==> src/rtl/mem_port_arbiter.sv <==
// Two-port arbiter sharing one synchronous data memory between the CPU
// load/store path (port 0) and the loader/debug port (port 1).
module mem_port_arbiter #(
  parameter int ADDR_W     = 32,
  parameter int DATA_W     = 32,
  parameter int FIXED_PRIO = 0
) (
  input  logic              clock,
  input  logic              reset,
  input  logic              req0,
  input  logic              we0,
  input  logic [ADDR_W-1:0] addr0,
  input  logic [DATA_W-1:0] wdata0,
  input  logic [2:0]        funct3_0,
  input  logic              req1,
  input  logic              we1,
  input  logic [ADDR_W-1:0] addr1,
  input  logic [DATA_W-1:0] wdata1,
  input  logic [2:0]        funct3_1,
  output logic              ack0,
  output logic              ack1,
  output logic [DATA_W-1:0] rdata0,
  output logic [DATA_W-1:0] rdata1,
  output logic              cpu_stall,
  output logic              mem_en,
  output logic              mem_we,
  output logic [ADDR_W-1:0] mem_addr,
  output logic [DATA_W-1:0] mem_wdata,
  output logic [2:0]        mem_funct3,
  input  logic [DATA_W-1:0] mem_rdata
);

  typedef enum logic [1:0] {IDLE, ISSUE, DONE} state_t;

  localparam bit ROUND_ROBIN = (FIXED_PRIO == 0);

  state_t state;
  logic   lat_id;
  logic   lat_we;
  logic   last_grant;
  logic   pick1;

  // On a tie the round-robin mode favours whichever port did not win last.
  always_comb begin
    pick1 = req1;
    if (req0 && req1) begin
      pick1 = ROUND_ROBIN && !last_grant;
    end
  end

  assign cpu_stall = req0 & ~ack0;

  always_ff @(posedge clock or posedge reset) begin
    if (reset) begin
      state      <= IDLE;
      lat_id     <= 1'b0;
      lat_we     <= 1'b0;
      last_grant <= 1'b1;
      ack0       <= 1'b0;
      ack1       <= 1'b0;
      rdata0     <= '0;
      rdata1     <= '0;
      mem_en     <= 1'b0;
      mem_we     <= 1'b0;
      mem_addr   <= '0;
      mem_wdata  <= '0;
      mem_funct3 <= '0;
    end else begin
      ack0 <= 1'b0;
      ack1 <= 1'b0;
      case (state)
        // Winner's attributes are captured straight into the memory-side
        // registers, so they only reach the memory during ISSUE.
        IDLE: begin
          if (req0 || req1) begin
            lat_id     <= pick1;
            lat_we     <= pick1 ? we1 : we0;
            mem_en     <= 1'b1;
            mem_we     <= pick1 ? we1 : we0;
            mem_addr   <= pick1 ? addr1 : addr0;
            mem_wdata  <= pick1 ? wdata1 : wdata0;
            mem_funct3 <= pick1 ? funct3_1 : funct3_0;
            state      <= ISSUE;
          end
        end
        // ---- ISSUE: memory samples the access at the end of this cycle ----
        ISSUE: begin
          mem_en     <= 1'b0;
          mem_we     <= 1'b0;
          mem_addr   <= '0;
          mem_wdata  <= '0;
          mem_funct3 <= '0;
          ack0       <= !lat_id;
          ack1       <= lat_id;
          state      <= DONE;
        end
        // ---- DONE: ack is high, mem_rdata carries the read result ----
        DONE: begin
          if (!lat_we) begin
            if (lat_id) begin
              rdata1 <= mem_rdata;
            end else begin
              rdata0 <= mem_rdata;
            end
          end
          last_grant <= lat_id;
          state      <= IDLE;
        end
        default: state <= IDLE;
      endcase
    end
  end

endmodule

==> config.mk <==
export PLATFORM = sky130hd
export DESIGN_NAME = mem_port_arbiter
export DESIGN_NICKNAME = d
export VERILOG_FILES = /design/src/rtl/mem_port_arbiter.sv
export SDC_FILE = /design/constraint.sdc
export NUM_CORES = 1
export LEC_CHECK = 0
export CAP_MARGIN = 20
export CORE_MARGIN = 10
export CORE_UTILIZATION = 42
export CTS_CLUSTER_SIZE = 25
export DETAILED_ROUTE_END_ITERATION = 7
export GPL_TIMING_DRIVEN = 0
export PLACE_DENSITY = 0.86
export SKIP_LAST_GASP = 1
export SLEW_MARGIN = 10
export SYNTH_ARGS = -nofsm -noshare
export SYNTH_HDL_FRONTEND = slang
export SYNTH_SLANG_ARGS = --single-unit
==> constraint.sdc <==
create_clock -name clock -period 8.9 [get_ports clock]
set_input_delay 1.335 -clock clock [delete_from_list [all_inputs] [get_ports clock]]
set_output_delay 1.335 -clock clock [all_outputs]
set_load 0.005 [all_outputs]
==> flow_summary_export.csv, run 1 <==
group,metric,value,unit
layout,design_area,9590,um^2
synthesis,synth_warnings,0,
setup_path,arrival,2.52,ns
layout,multiInputGateArea,1980,um^2
sta,finalCritPeriodShare,43.3,%
clock_network,postCtsSetupRepairBufs,0,
layout,seq_area,3500,um^2
power_and_ir_drop,ir_drop,0.000153,V
power_and_ir_drop,internal-power,2.23,mW
setup_path,r2r_cells,4,
synthesis,synthAdderAreaFrac,0,%
route,vias,4942,
setup_path,timing.rr.end,"mem_addr[8]",
setup_path,r2r_start,"last_grant",
grt,grt_pass1_vias,5595,
clock_network,cts_root_buffer,"clkbuf_16",
synthesis,syn_area,5700,um^2
synthesis,ys_seq_area_share,61.5,%
placement,place_congestion,0.870,
worst_hold_path,hold_end,"rdata0[19]",
synthesis,syn_area_per_cell,14.2,um^2
synthesis,ys.flop_type,"dfrtp_1",
clock_network,numCtsBuffers,17,
power_and_ir_drop,switchingPower,1.02,mW
layout,nets,899,
power_and_ir_drop,leakage,4.30,nW
synthesis,syn_inst,400,
synthesis,synth_compound_area_share,12.6,%
placement,placed_cell_area,9020,um^2
sta,fin_skew,0.00942,ns
clock_network,post_cts_hold_buffer_count,0,
synthesis,async_flop_share,100,%
setup_path,critPathMaxFanout,4,
route,first_pass_iters,6,
flow_run,cap_violations,0,
route,drt_iter0_drc,267,
synthesis,synth_top_family_by_area,"multiplexers",
layout,area_growth,68.2,%
clock_network,clkTransAtPathRegs,0.06,ns
synthesis,synth_xor_area_share,0,%
route,route.detailed.drc,0,
sta,setup_viol,0,
sta,worstMarginPinSlew,0.675,ns
worst_hold_path,min_delay_path_depth,1,
route,viasPerCell,5.40,
sta,drv_slew,0,
sta,hold_viol_final,0,
sta,rsz0062_at_grt,"no",
layout,nFillCells,906,
synthesis,ys_types,27,
sta,slew_headroom,55.0,%
clock_network,insertion_delay,0.41,ns
floorplan,dieWidth,136,um
synthesis,synth_edf_count,0,
grt,grt_max_degree,77,
floorplan,die_y,136,um
synthesis,ys_seq_elements,140,
sta,max_freq,259,MHz
clock_network,clkSinkCount,140,
grt,grt_use_total,22.7,%
clock_network,cts_tree,"yes",
synthesis,synth_mux_area_share,13.0,%
power_and_ir_drop,pwr-share-seq,35.1,%
clock_network,cts_resized,0,
route,wl_per_cell,23.7,um
sta,tns,0,ns
worst_hold_path,min_from,"rdata0[19]",
placement,detailed_place_hpwl,17000,um
setup_path,rrSetupSlack,7.03,ns
floorplan,start_util,43.0,%
setup_path,crit_path_end_kind,"output port",
layout,n_antenna_cell,0,
floorplan,ios,308,
power_and_ir_drop,pwr-share-clk,20.5,%
floorplan,rows,42,
placement,io_buffers,307,
worst_hold_path,hold_path.class,"reg2reg",
floorplan,fp.coreArea,13200,um^2
setup_path,start_kind,"input port",
synthesis,yosys.area_share.simple,9.11,%
power_and_ir_drop,power_density,339,nW/um^2
grt,grt_first_pass_wirelength,32500,um
grt,grt_overflow_total,0,
layout,drive_gt1_share,15.7,%
clock_network,clock_path_buffers,2,
outcome,status,"complete, no violations",
clock_network,h-tree-depth,4,
power_and_ir_drop,combPwrFrac,44.4,%
route,ant_nets,0,
floorplan,die_area,18600,um^2
power_and_ir_drop,swShare,31.3,%
setup_path,critPathKind,"in2out",
grt,antenna_found_initial,0,
synthesis,synth_nets,572,
setup_path,critPathRequiredTime,7.57,ns
route,wirelength,21700,um
sta,period_needed,3.85,ns
-- flip-flops by register name, indices dropped and copies added, names as in the netlist --
name	flops
mem_addr	32
mem_wdata	32
rdata0	32
rdata1	32
mem_funct3	3
state	2
ack0	1
ack1	1
last_grant	1
lat_id	1
lat_we	1
mem_en	1
mem_we	1
-- cell type report --
| class | count | share of cell area [%] |
|---|---|---|
| multi-input cells | 221 | 20.7 |
| plain buffers | 36 | 2.13 |
| repair buffers | 308 | 32.3 |
| inverters | 3 | 0.170 |
| clock buffers | 19 | 4.62 |
| well taps | 176 | 2.30 |
| flip-flops and latches | 140 | 36.6 |
| clock inverters | 13 | 1.23 |
-- Yosys cell counts (all sizes together), types with 2 or more instances --
cell type	n	area (um^2)
a21oi	2	10.0
a221o	68	681
and3	69	432
buf	17	130
clkbuf	19	73.8
dfrtp	139	3480
inv	3	11.3
mux2	65	732
nand2	3	11.3
nor2	2	10.0
nor2b	2	12.5
-- worst max path at each step --
| stage | to | depth (start not counted) | from | slack, ns |
|---|---|---|---|---|
| global placement | mem_wdata[15] | 2 | reset | 2.14 |
| floorplan | ack0 | 1 | reset | 3.81 |
| CTS | cpu_stall | 3 | req0 | 5.03 |
| finish | cpu_stall | 3 | req0 | 5.05 |
| global route | cpu_stall | 3 | req0 | 5.02 |
| detailed placement | cpu_stall | 3 | req0 | 5.05 |
-- cells in the final DEF, fill, tap and decap left out, drive strengths merged --
cell,synthesis,layout
mux2i,1,1
nand2,3,3
clkinvlp,0,4
clkdlybuf4s50,0,307
nand2b,1,1
a22o,1,1
nor2b,2,2
dfrtp,139,139
or2,1,1
nor3b,1,1
buf,17,18
clkbuf,19,38
and2,1,1
or2b,1,1
a21boi,1,1
and3b,1,1
and3,69,69
dfstp,1,1
o21bai,1,1
bufinv,0,1
inv,3,5
clkinv,0,6
nor2,2,2
a221o,68,68
a21oi,2,2
mux2,65,65
-- metal layers --
layer	track usage, %	vias up	wire length [um]
met5	0	-	0
met4	7.93	0	510
met3	8.47	36	2070
li1	-	2199	-
met2	39.3	262	11000
met1	24.9	2445	8180
-- stage by stage --
stage          util, %  hold slack, ns  setup slack [ns]  power, mW  cells
2_1_floorplan        -           0.469              3.81       1.67    400
3_3_place_gp      67.9           0.468              2.14       2.54    883
3_5_place_dp      68.2           0.470              5.05       2.60    884
4_1_cts           72.4           0.493              5.03       3.29    916
5_1_grt           72.4           0.513              5.02       3.43    916
6_report          72.4           0.490              5.05       3.25    916
-- worst max-delay path, stage by stage --
cell	delay, ns
clkdlybuf4s50_1	0.53
nor2b_1	0.14
clkdlybuf4s50_1	0.51
-- cells by family (layout without fill, tap and decap cells) --
| group | Yosys count | in the layout |
|---|---|---|
| AOI/OAI and AO/OA | 73 | 73 |
| buffers and inverters | 39 | 379 |
| DFF | 140 | 140 |
| muxes | 66 | 66 |
| and+or+nand+nor | 82 | 82 |
-- power by group through the flow --
stage	clock network [mW]	logic [mW]	registers, mW
floorplan	0	0.527	1.14
global placement	0	1.42	1.12
detailed placement	0	1.46	1.14
CTS	0.678	1.47	1.14
global route	0.707	1.55	1.17
finish	0.668	1.44	1.14
Power figures use the tool's default switching activity.
==> run 2, diff against run 1 <==
- CORE_UTILIZATION: 42 -> 39
- PLACE_DENSITY: 0.86 -> 0.8
- clock period: 8.9 -> 3.55 ns (I/O delays scaled with it)
==> run 2 against run 1 <==
Compared with the run above:
- hold slack worse by 0.0092 ns
- critical path depth is the same
- highest routed layer unchanged
- critical endpoint unchanged
- global-route usage is 1.3 points lower
- count of clock-buffer cells in the layout up 5
- die area is 6.5% higher
- sequential share of layout area fell by 0.18 points
- first-iteration DRC count fell by 31%
- non-clock buffer count grew 3
==> flow_summary_export.csv, run 2 (same netlist as run 1, synthesis figures left out) <==
group,metric,value,unit
clock_network,clkSinkCount,140,
sta,slew_headroom,59.3,%
clock_network,numCtsBuffers,17,
setup_path,r2r_start,"state[1]",
route,wirelength,21500,um
setup_path,crit_chain,"clkdlybuf4s50_1 -> nor2b_1 -> clkdlybuf4s50_1",
sta,period_needed,2.31,ns
layout,final_cell_mix,"clkdlybuf4s50_1, dfrtp_1, and3_1, a221o_1, mux2_2",
clock_network,clkTransAtPathRegs,0.06,ns
flow_run,cap_violations,0,
clock_network,h-tree-depth,4,
sta,worstMarginPinSlew,0.610,ns
layout,design_area,9630,um^2
power_and_ir_drop,leakage,4.32,nW
clock_network,cts_tree,"yes",
layout,nFillCells,1060,
sta,finalCritPeriodShare,65.2,%
setup_path,crit_top_cell,"clkdlybuf4s50_1",
layout,fin_util,66.8,%
setup_path,critPathSlowestCell,"clkdlybuf4s50_1",
floorplan,dieWidth,141,um
setup_path,path_delay_family,"buffers and inverters",
placement,detailed_place_hpwl,17200,um
grt,grt_first_pass_wirelength,33000,um
sta,setup_ws,1.24,ns
setup_path,critical_path_buf_inv_count,2,
clock_network,insertion_delay,0.42,ns
setup_path,start_kind,"input port",
route,met2_length,10700,um
floorplan,fp.coreArea,14400,um^2
setup_path,critPathKind,"in2out",
setup_path,critPathMaxFanout,4,
grt,grt_overflow_total,0,
placement,pre_cts_ws,1.04,ns
layout,mostFrequentLayoutCell,"clkdlybuf4s50_1",
clock_network,cts_resized,0,
layout,nets,902,
setup_path,critPathRequiredTime,3.02,ns
grt,grt_max_degree,41,
route,vias,4935,
floorplan,start_util,39.5,%
setup_path,crit_path_end_kind,"output port",
layout,n_antenna_cell,0,
route,drt_iter0_drc,184,
sta,fin_skew,0.00843,ns
power_and_ir_drop,power_density,840,nW/um^2
sta,setup_viol,0,
floorplan,die_y,141,um
layout,drive_gt1_share,15.4,%
setup_path,max_stage_delay,0.58,ns
clock_network,postCtsSetupRepairBufs,0,
floorplan,ios,308,
route,wl_per_cell,23.2,um
setup_path,timing.rr.end,"rdata0[10]",
route,wl_met3,2280,um
route,viasPerCell,5.34,
sta,tns,0,ns
layout,area_growth,69.0,%
floorplan,rows,44,
grt,antenna_found_initial,0,
sta,max_freq,432,MHz
clock_network,clock_path_buffers,2,
sta,hold_viol_final,0,
setup_path,arrival,1.78,ns
clock_network,cts_root_buffer,"clkbuf_16",
route,first_pass_iters,4,
grt,grt_use_total,21.4,%
sta,drv_slew,0,
route,ant_nets,0,
power_and_ir_drop,ir_drop,0.000385,V
setup_path,rrSetupSlack,1.80,ns
clock_network,post_cts_hold_buffer_count,0,
setup_path,r2r_cells,4,
floorplan,die_area,19800,um^2
route,highest_layer,"met4",
placement,io_buffers,307,
placement,placed_cell_area,9090,um^2
sta,rsz0062_at_grt,"no",
grt,grt_pass1_vias,5514,
outcome,status,"complete, no violations",
route,route.detailed.drc,0,
placement,place_congestion,0.860,
route,wl_met1,8110,um
worst_hold_path,hold_path.class,"in2async",
## run 2: routing by layer
metal | vias to the layer above | track usage [%]
li1 | 2202 | -
met1 | 2460 | 23.4
met2 | 247 | 35.8
met3 | 26 | 10.4
met4 | 0 | 6.47
met5 | - | 0
## run 2: final cells by class
| type | instances | area, um^2 | area share (%) |
|---|---|---|---|
| clock buffers | 24 | 482 | 5.00 |
| plain buffers | 36 | 204 | 2.12 |
| well taps | 184 | 230 | 2.39 |
| inverters | 3 | 15.0 | 0.156 |
| clock inverters | 6 | 63.8 | 0.663 |
| multi-input cells | 221 | 1980 | 20.6 |
| repair buffers | 311 | 3150 | 32.7 |
| flip-flops and latches | 140 | 3500 | 36.4 |
## run 2: power breakdown
part           switching, mW  internal [mW]
combinational           1.33           2.24
clock                  0.643           1.01
sequential             0.491           2.38
total                   2.46           5.63
## run 2: per-stage QoR
| stage | hold WS [ns] | cells | power (mW) |
|---|---|---|---|
| final | 0.481 | 925 | 8.09 |
| after global routing | 0.496 | 925 | 8.56 |
| after CTS | 0.477 | 925 | 8.19 |
| after detailed placement | 0.470 | 895 | 6.49 |
| after global placement | 0.470 | 891 | 6.34 |
| after floorplan | 0.469 | 400 | 4.18 |
## run 2: worst max path at each step
stage	startpoint	endpoint	slack [ns]	cells after the start
2_1_floorplan	reset	ack0	1.27	1
3_3_place_gp	reset	mem_funct3[2]	0.16	2
3_5_place_dp	req0	lat_we	1.04	5
4_1_cts	req0	cpu_stall	1.24	3
5_1_grt	req0	cpu_stall	1.23	3
6_report	req0	cpu_stall	1.24	3
## run 2: worst register-to-register path, stage by stage (launching register included)
cell,delay (ns)
dfrtp_1,0.41
nor2b_1,0.23
nor3b_4,0.40
buf_6,0.23
mux2_2,0.36
